[config.mk]
export PLATFORM = sky130hd
export DESIGN_NAME = ahb_led_seq
export DESIGN_NICKNAME = d
export VERILOG_FILES = /design/src/rtl/ahb_led_seq_pkg.sv /design/src/rtl/led_tick_gen.sv /design/src/rtl/ahb_led_seq.sv
export SDC_FILE = /design/constraint.sdc
export NUM_CORES = 1
export LEC_CHECK = 0
export ABC_AREA = 0
export CAP_MARGIN = 30
export CORE_ASPECT_RATIO = 1.4
export CORE_UTILIZATION = 50
export CTS_BUF_LIST = sky130_fd_sc_hd__clkbuf_8
export DETAILED_ROUTE_END_ITERATION = 6
export GPL_TIMING_DRIVEN = 1
export PLACE_DENSITY = 0.78
export SLEW_MARGIN = 0
export SYNTH_ARGS = -nofsm -noshare
export SYNTH_HDL_FRONTEND = slang
export SYNTH_SLANG_ARGS = --single-unit
[constraint.sdc]
create_clock -name HCLK -period 2.8 [get_ports HCLK]
set_clock_uncertainty 0.05 [all_clocks]
set_input_delay 0.56 -clock HCLK [delete_from_list [all_inputs] [get_ports HCLK]]
set_output_delay 0.56 -clock HCLK [all_outputs]
set_load 0.05 [all_outputs]
[src/rtl/ahb_led_seq_pkg.sv]
// Shared types and constants for the AHB-Lite LED pattern sequencer.
// Holds the sequencer FSM encoding, the register map offsets and the CTRL bit layout.
package ahb_led_seq_pkg;

   localparam int unsigned PRE_W = 24;
   localparam int unsigned NSTEP = 4;

   typedef enum logic [1:0] {
      ST_IDLE = 2'd0,
      ST_RUN  = 2'd1,
      ST_DONE = 2'd2
   } state_e;

   localparam logic [2:0] OFF_CTRL     = 3'd0;
   localparam logic [2:0] OFF_MANVAL   = 3'd1;
   localparam logic [2:0] OFF_PRESCALE = 3'd2;
   localparam logic [2:0] OFF_STATUS   = 3'd3;
   localparam logic [2:0] OFF_PAT0     = 3'd4;

   localparam int unsigned CTRL_EN_BIT      = 0;
   localparam int unsigned CTRL_ONESHOT_BIT = 1;
   localparam int unsigned CTRL_MANUAL_BIT  = 2;
   localparam int unsigned CTRL_LEN_LSB     = 4;

   typedef struct packed {
      logic [1:0] len;
      logic       manual;
      logic       oneshot;
      logic       en;
   } ctrl_t;

   function automatic logic [31:0] ctrl_pack(input ctrl_t c);
      return {26'd0, c.len, 1'b0, c.manual, c.oneshot, c.en};
   endfunction

endpackage

[src/rtl/led_tick_gen.sv]
// Step prescaler: counts 0..prescale while enabled and flags the terminal count.
// Clearing (or disabling) forces the count back to zero and suppresses the tick.
module led_tick_gen #(
   parameter int unsigned PRE_W = ahb_led_seq_pkg::PRE_W
) (
   input  logic             clk,
   input  logic             rst_n,
   input  logic             clr,
   input  logic             en,
   input  logic [PRE_W-1:0] prescale,
   output logic             tick
);

   logic [PRE_W-1:0] cnt_q;
   logic [PRE_W-1:0] cnt_d;

   assign tick = en & ~clr & (cnt_q == prescale);

   // Next count: wrap on tick, hold at zero whenever cleared or idle.
   always_comb begin
      cnt_d = cnt_q;
      if (clr || !en) begin
         cnt_d = {PRE_W{1'b0}};
      end else if (tick) begin
         cnt_d = {PRE_W{1'b0}};
      end else begin
         cnt_d = cnt_q + PRE_W'(1'b1);
      end
   end

   always_ff @(posedge clk) begin
      if (!rst_n) begin
         cnt_q <= {PRE_W{1'b0}};
      end else begin
         cnt_q <= cnt_d;
      end
   end

endmodule

[src/rtl/ahb_led_seq.sv]
// AHB-Lite slave that steps an 8-bit LED output through up to four patterns.
// Zero-wait-state register file, IDLE/RUN/DONE sequencer and a registered LED driver.
module ahb_led_seq #(
   parameter int unsigned PRE_W = ahb_led_seq_pkg::PRE_W,
   parameter int unsigned NSTEP = ahb_led_seq_pkg::NSTEP
) (
   input  logic        HCLK,
   input  logic        HRESETn,
   input  logic        HSEL,
   input  logic        HREADY,
   input  logic        HWRITE,
   input  logic [1:0]  HTRANS,
   input  logic [2:0]  HSIZE,
   input  logic [31:0] HADDR,
   input  logic [31:0] HWDATA,
   output logic        HREADYOUT,
   output logic [31:0] HRDATA,
   output logic [7:0]  LED
);
   import ahb_led_seq_pkg::*;

   logic             sel_q, sel_d;
   logic             wr_q, wr_d;
   logic [2:0]       addr_q, addr_d;
   ctrl_t            ctrl_q, ctrl_d;
   logic [7:0]       manval_q, manval_d;
   logic [PRE_W-1:0] pre_q, pre_d;
   logic [7:0]       pat_q [NSTEP];
   logic [7:0]       pat_d [NSTEP];
   state_e           state_q, state_d;
   logic [1:0]       idx_q, idx_d;
   logic [7:0]       led_q, led_d;

   logic             wr_en_s;
   logic             restart_s;
   logic             tick_s;
   logic             last_s;
   logic             unused_s;

   assign unused_s  = ^{HSIZE, HTRANS[0], HADDR[31:5], HADDR[1:0], HWDATA[31:24]};
   assign HREADYOUT = 1'b1;
   assign LED       = led_q;

   // A CTRL or PRESCALE write restarts the sequence and beats any coincident tick.
   assign wr_en_s   = sel_q & wr_q & HREADY;
   assign restart_s = wr_en_s & ((addr_q == OFF_CTRL) | (addr_q == OFF_PRESCALE));
   assign last_s    = (idx_q == ctrl_q.len);

   led_tick_gen #(.PRE_W(PRE_W)) u_tick (
      .clk      (HCLK),
      .rst_n    (HRESETn),
      .clr      (restart_s),
      .en       (state_q == ST_RUN),
      .prescale (pre_q),
      .tick     (tick_s)
   );

   always_comb begin
      sel_d  = sel_q;
      wr_d   = wr_q;
      addr_d = addr_q;
      if (HREADY) begin
         sel_d  = HSEL & HTRANS[1];
         wr_d   = HWRITE;
         addr_d = HADDR[4:2];
      end else begin
         sel_d  = sel_q;
         wr_d   = wr_q;
         addr_d = addr_q;
      end
   end

   always_comb begin
      ctrl_d   = ctrl_q;
      manval_d = manval_q;
      pre_d    = pre_q;
      pat_d    = pat_q;
      if (wr_en_s) begin
         case (addr_q)
            OFF_CTRL: begin
               ctrl_d.en      = HWDATA[CTRL_EN_BIT];
               ctrl_d.oneshot = HWDATA[CTRL_ONESHOT_BIT];
               ctrl_d.manual  = HWDATA[CTRL_MANUAL_BIT];
               ctrl_d.len     = HWDATA[CTRL_LEN_LSB +: 2];
            end
            OFF_MANVAL:   manval_d = HWDATA[7:0];
            OFF_PRESCALE: pre_d    = HWDATA[PRE_W-1:0];
            OFF_STATUS:   ctrl_d   = ctrl_q;
            default:      pat_d[addr_q[1:0]] = HWDATA[7:0];
         endcase
      end else begin
         ctrl_d = ctrl_q;
      end
   end

   // Next state looks at the incoming CTRL value so enable/disable act on the write edge.
   always_comb begin
      state_d = state_q;
      case (state_q)
         ST_IDLE: begin
            if (ctrl_d.en) state_d = ST_RUN;
            else           state_d = ST_IDLE;
         end
         ST_RUN: begin
            if (!ctrl_d.en)                          state_d = ST_IDLE;
            else if (restart_s)                      state_d = ST_RUN;
            else if (tick_s && last_s && ctrl_q.oneshot) state_d = ST_DONE;
            else                                     state_d = ST_RUN;
         end
         ST_DONE: begin
            if (!ctrl_d.en)     state_d = ST_IDLE;
            else if (restart_s) state_d = ST_RUN;
            else                state_d = ST_DONE;
         end
         default: state_d = ST_IDLE;
      endcase
   end

   always_comb begin
      idx_d = idx_q;
      if (restart_s) begin
         idx_d = 2'd0;
      end else if ((state_q == ST_RUN) && tick_s) begin
         if (!last_s)              idx_d = idx_q + 2'd1;
         else if (!ctrl_q.oneshot) idx_d = 2'd0;
         else                      idx_d = idx_q;
      end else begin
         idx_d = idx_q;
      end
   end

   always_comb begin
      led_d = 8'h00;
      if (ctrl_q.manual)           led_d = manval_q;
      else if (state_q == ST_IDLE) led_d = 8'h00;
      else                         led_d = pat_q[idx_q];
   end

   always_comb begin
      HRDATA = 32'h0000_0000;
      case (addr_q)
         OFF_CTRL:     HRDATA = ctrl_pack(ctrl_q);
         OFF_MANVAL:   HRDATA = {24'h00_0000, manval_q};
         OFF_PRESCALE: HRDATA = 32'(pre_q);
         OFF_STATUS:   HRDATA = {28'h000_0000, idx_q, state_q == ST_DONE, state_q == ST_RUN};
         default:      HRDATA = {24'h00_0000, pat_q[addr_q[1:0]]};
      endcase
   end

   always_ff @(posedge HCLK) begin
      if (!HRESETn) begin
         sel_q    <= 1'b0;
         wr_q     <= 1'b0;
         addr_q   <= 3'd0;
         ctrl_q   <= '{len: 2'd0, manual: 1'b0, oneshot: 1'b0, en: 1'b0};
         manval_q <= 8'h00;
         pre_q    <= {PRE_W{1'b0}};
         for (int i = 0; i < NSTEP; i++) begin
            pat_q[i] <= 8'h00;
         end
         state_q  <= ST_IDLE;
         idx_q    <= 2'd0;
         led_q    <= 8'h00;
      end else begin
         sel_q    <= sel_d;
         wr_q     <= wr_d;
         addr_q   <= addr_d;
         ctrl_q   <= ctrl_d;
         manval_q <= manval_d;
         pre_q    <= pre_d;
         pat_q    <= pat_d;
         state_q  <= state_d;
         idx_q    <= idx_d;
         led_q    <= led_d;
      end
   end

endmodule

==> results of run 1 <==
[cells by family (layout without fill, tap and decap cells)]
family	after synthesis	after routing
multiplexers	74	74
flip-flops	110	110
adder cells (fa/ha/maj)	1	1
other	2	9
AO/OA/AOI/OAI	52	52
XOR/XNOR	48	48
buffers and inverters	45	99
AND/OR/NAND/NOR	225	225
[layer usage]
metal  global-route usage  share of wire  vias up
met1                0.244           0.40     1951
met4               0.0816          0.018        0
met5                    0              0        -
li1                     -              -     1995
met2                0.418           0.55       86
met3               0.0314          0.026       20
[Yosys cell counts, types with 2 or more instances]
| library cell | n | share of area |
|---|---|---|
| mux4_2 | 19 | 0.078 |
| and3_1 | 4 | 0.0045 |
| a211oi_1 | 2 | 0.0027 |
| xor2_1 | 15 | 0.024 |
| mux2_2 | 4 | 0.0082 |
| o21ai_0 | 4 | 0.0036 |
| buf_4 | 13 | 0.018 |
| nand2_1 | 61 | 0.042 |
| a22oi_1 | 11 | 0.015 |
| nand4_1 | 9 | 0.010 |
| a31o_2 | 3 | 0.0048 |
| nand3_1 | 12 | 0.011 |
| nor2_2 | 2 | 0.0023 |
| nor3_1 | 4 | 0.0036 |
| clkbuf_1 | 13 | 0.0089 |
| a21boi_0 | 22 | 0.030 |
| mux2i_1 | 50 | 0.091 |
| inv_1 | 5 | 0.0034 |
| a21boi_1 | 3 | 0.0041 |
| or3_1 | 3 | 0.0034 |
| dfxtp_1 | 110 | 0.40 |
| nand4_2 | 2 | 0.0045 |
| and2_1 | 18 | 0.020 |
| nor4_4 | 3 | 0.012 |
| xnor2_1 | 33 | 0.052 |
| conb_1 | 2 | 0.0014 |
| a21oi_1 | 2 | 0.0018 |
| nor2_1 | 35 | 0.024 |
| nor2b_1 | 60 | 0.068 |
| nor4b_1 | 2 | 0.0032 |
| nand2b_1 | 3 | 0.0034 |
| buf_2 | 13 | 0.012 |
[how the worst max path moves through the flow]
stage	cells after the start	end	slack (ps)
floorplan	6	HRDATA[3]	20
CTS	5	HRDATA[3]	120
finish	4	HRDATA[0]	230
global route	5	HRDATA[3]	100
global placement	6	u_tick.cnt_q[10]	340
detailed placement	6	u_tick.cnt_q[2]	270
[cell type report]
type,instances,area [um2],share of cell area
multi-input combinational,409,3100,0.468
sequential,110,2200,0.332
timing repair buffer,78,931,0.140
tap,141,176,0.0266
clock buffer,9,124,0.0187
clock inverter,7,78.8,0.0119
inverter,5,18.8,0.00283
[critical path, stage by stage, from the launching register on]
cell	delay (ps)
dfxtp_1	380
buf_12	200
mux4_2	530
mux2_2	290
buf_4	190
[flip-flops by register name, indices dropped and copies added (netlist names)]
register      count
pat_q            32
pre_q            24
u_tick.cnt_q     24
LED               8
manval_q          8
ctrl_q            5
addr_q            3
idx_q             2
state_q           2
sel_q             1
wr_q              1
[layout by cell type (no fill, tap or decap), drive strengths merged, types with 5 or more instances in the layout]
cell / count
mux2i: 50
inv: 8
mux4: 19
buf: 39
xor2: 15
nor2b: 60
nand3: 13
a22oi: 11
a21boi: 25
nand2: 61
nand4: 11
and2: 18
clkbuf: 9
clkdlybuf4s50: 39
dfxtp: 110
mux2: 5
nor2: 38
nor3: 6
xnor2: 33
conb: 9
[per-stage QoR]
step	utilization	area, um2	power, uW	std cells	setup slack [ps]
floorplan	-	5540	1730	564	16.3
global route	0.614	6640	2840	759	102
finish	0.614	6640	2750	759	226
global placement	0.595	6430	1800	743	337
CTS	0.614	6630	2770	759	118
detailed placement	0.595	6430	1810	743	271
[where the power goes]
| part | internal (uW) | total, uW | switching (uW) |
|---|---|---|---|
| clock | 423 | 980 | 557 |
| combinational | 90.1 | 195 | 105 |
| sequential | 1570 | 1580 | 8.05 |
| total | 2080 | 2750 | 670 |
==> impl_metrics.toml, run 1 <==
[clocking]
cts-hold-fix-buffers = 0
cts_tree = "done"
clk_pin_slew_worst_paths_ps = 110
clk_latency_ps = 370
cts_made_buffers = 9
postCtsSetupRepairBufs = 0
clk_path_buf_depth = 2
clock_sinks = 110
cts.htree.levels = 3
cts_root_buf = "clkbuf_8"
cts_resized = 0

[sta]
finalCritPeriodShare = 0.919
rsz0062_at_grt = "false"
layout_min_cycle_time_ps = 2570
setup_tns_ps = 0
holdWs_ps = 439
hold_viol = 0
worst_pin_slew_ps = 845
maxSlewViolCount = 0
max_freq_mhz = 389
setup_violations = 0
relSlewSlack = 0.437

[critical_path]
reg2reg_depth = 5
startpoint = "addr_q[0]"
endpoint_kind = "primary output"
r2r-end = "u_tick.cnt_q[2]"
reg2reg_slack_ps = 690
cp-start-kind = "register"
r2r-start = "state_q[0]"
worst_ep_required_time_ps = 2190
worstSetupPathType = "reg2out"
cp_max_fo = 26
crit_arrival_ps = 1960

[synth]
synth-edff-count = 0
synth_fa_ha_area_frac = 0.00227
synth-compound-area-share = 0.0722
synth_xor_area_frac = 0.0763
synthDistinctLibCells = 47
synth_cells = 557
synth_mux_area_frac = 0.179
synth_flop_cell = "dfxtp_1"
async_flop_share = 0
synth_top_family_by_area = "simple AND/OR/NAND/NOR gates"
yosys_warnings = 0
synth_seq_cells = 110
synth-seq-area-share = 0.399
syn_area_um2 = 5510
syn_avg_cell_area_um2 = 9.90
synthSimpleGateAreaFrac = 0.227

[pwr]
p_leak_uw = 0.00221
vdd_drop_max_uv = 359
power.density_nw_per_um2 = 415

[final_layout]
n_antenna_cell = 0
synthToLayoutAreaGrowth_pct = 20.4
nets = 688
drive_gt1_frac = 0.159
fillers = 894

[grt]
grt_max_degree = 83
grt_pass1_vias = 4180
antenna_found_initial = 0
grt_overflow = 0
grt_pass1_wl_um = 20100
track_usage = 0.220

[detailed_routing]
num_vias = 4052
drt_wl_total_um = 12100
via_per_inst = 5.34
drc = 0
wl_per_cell_um = 15.9
first_iter_violations = 174
firstDrtPassIters = 4
ant_nets = 0

[die]
dieArea_um2 = 11500
floorplan.rows = 45
ios = 115
chipHeight_um = 126
fp.dieW_um = 90.7
core_area_um2 = 10800
start_util = 0.510

[worst_hold_path]
hold_path.class = "reg2reg"
min_from = "pre_q[21]"
hold_end = "pre_q[21]"
worstHoldPathCells = 2

[run]
maxCapViolations = 0

[outcome]
outcome = "complete, no violations"

[place]
portBuffers = 64
gp_congestion = 0.831
place_hpwl_um = 8760
Note: power is estimated with default switching activity, not from simulation.
==> inputs of run 2 (changes only) <==
- CTS_CLUSTER_DIAMETER: unset -> 120
- MAX_ROUTING_LAYER: unset -> met4
- RECOVER_POWER: unset -> 100
==> impl_metrics.toml, run 2 (same netlist as run 1, synthesis figures left out) <==
[outcome]
outcome = "complete, no violations"

[clocking]
clk_path_buf_depth = 2
clock_sinks = 110
cts-hold-fix-buffers = 0
cts_made_buffers = 9
clk_latency_ps = 380
clk_pin_slew_worst_paths_ps = 100
cts.htree.levels = 3
cts_tree = "done"
cts_root_buf = "clkbuf_8"

[pwr]
vdd_drop_max_uv = 354
power.total_uw = 2750
p_leak_uw = 0.00219
power.density_nw_per_um2 = 420

[detailed_routing]
drc = 0
drt_wl_total_um = 12000
firstDrtPassIters = 4
via_per_inst = 5.33
num_vias = 4049
wl_per_cell_um = 15.8
first_iter_violations = 153
ant_nets = 0

[die]
chipHeight_um = 126
ios = 115
start_util = 0.510
core_area_um2 = 10800
fp.dieW_um = 90.7
dieArea_um2 = 11500
floorplan.rows = 45

[final_layout]
mostFrequentLayoutCell = "dfxtp_1"
layout_common_cells = "109 x dfxtp_1, 61 x nand2_1, 60 x nor2b_1"
synthToLayoutAreaGrowth_pct = 18.7
multiInputGateArea_um2 = 3050
nets = 688
largest-register = "pat_q"
final_cells = 759
drive_gt1_frac = 0.141
seqCellArea_um2 = 2200
top_regs = "pat_q x32, pre_q x24, u_tick.cnt_q x24"
n_antenna_cell = 0
fillers = 915
largest_reg_flops = 32

[sta]
holdWs_ps = 448
maxSlewViolCount = 0
worst_pin_slew_ps = 1060
hold_viol = 0
setup_tns_ps = 0
relSlewSlack = 0.294
rsz0062_at_grt = "false"
finalCritPeriodShare = 0.942
layout_min_cycle_time_ps = 2640
max_freq_mhz = 379
setup_violations = 0

[grt]
grt_pass1_wl_um = 20100
track_usage = 0.226
grt_pass1_vias = 4180
grt_overflow = 0
grt_max_degree = 83
antenna_found_initial = 0

[critical_path]
cp_max_fo = 26
worst_path_max_delay_cell = "dlymetal6s2s_1"
worst_ep_required_time_ps = 2190
crit_buf_inv = 2
crit_family = "buffers and inverters"
crit_arrival_ps = 2030
worstSetupPathType = "reg2out"
cp-start-kind = "register"
crit_chain = "buf_12, nor2b_1, a211oi_1, a21oi_1, dlymetal6s2s_1"
critPathMaxStageDelay_ps = 450
endpoint_kind = "primary output"

[place]
portBuffers = 64
gp_congestion = 0.844
placed_cells = 743
place_hpwl_um = 8760

[run]
maxCapViolations = 0

[worst_hold_path]
hold_path.class = "reg2reg"
[run 2: stage by stage]
stage | worst slack [ps] | cell area, um2 | util
2_1_floorplan | 16.3 | 5540 | -
6_report | 162 | 6540 | 0.605
3_5_place_dp | 271 | 6430 | 0.595
3_3_place_gp | 337 | 6430 | 0.595
4_1_cts | 118 | 6630 | 0.614
5_1_grt | 50.5 | 6540 | 0.605
[run 2: report_power, final]
group	switching, uW	internal, uW
registers	6.93	1570
clock network	560	423
logic	102	86.3
total	668	2080
[run 2: final timing paths]
path                            startpoint  slack [ps]         endpoint  depth (start not counted)
worst max-delay path             addr_q[0]         160        HRDATA[5]                          5
worst min-delay path             pre_q[11]         450        pre_q[11]                          2
worst max register to register  state_q[0]         460  u_tick.cnt_q[2]                          5
worst min register to register   pre_q[11]         450        pre_q[11]                          2
[run 2: timing repair]
item | in CTS | in global routing
gates resized for setup | 0 | 1
endpoints found under the setup margin | 0 | 1
setup buffers | 0 | 0
[run 2: tightest hold or removal path, cell delays in order, from the launching register on]
cell and delay, ps:
dfxtp_1 340, nand2_1 50, a21boi_0 60
[run 2: layer usage]
metal,vias to the layer above,track usage,routed length (um)
met3,19,0.0326,408
met4,0,0.0787,212
li1,1996,-,-
met2,102,0.418,6610
met5,-,-,0
met1,1932,0.244,4800
[run 2: final cells by class]
class,instances,area share
Clock inverter,7,0.0120
Multi-Input combinational cell,409,0.467
Inverter,5,0.00287
Tap cell,141,0.0270
Timing Repair Buffer,78,0.136
Clock buffer,9,0.0189
Sequential cell,110,0.337
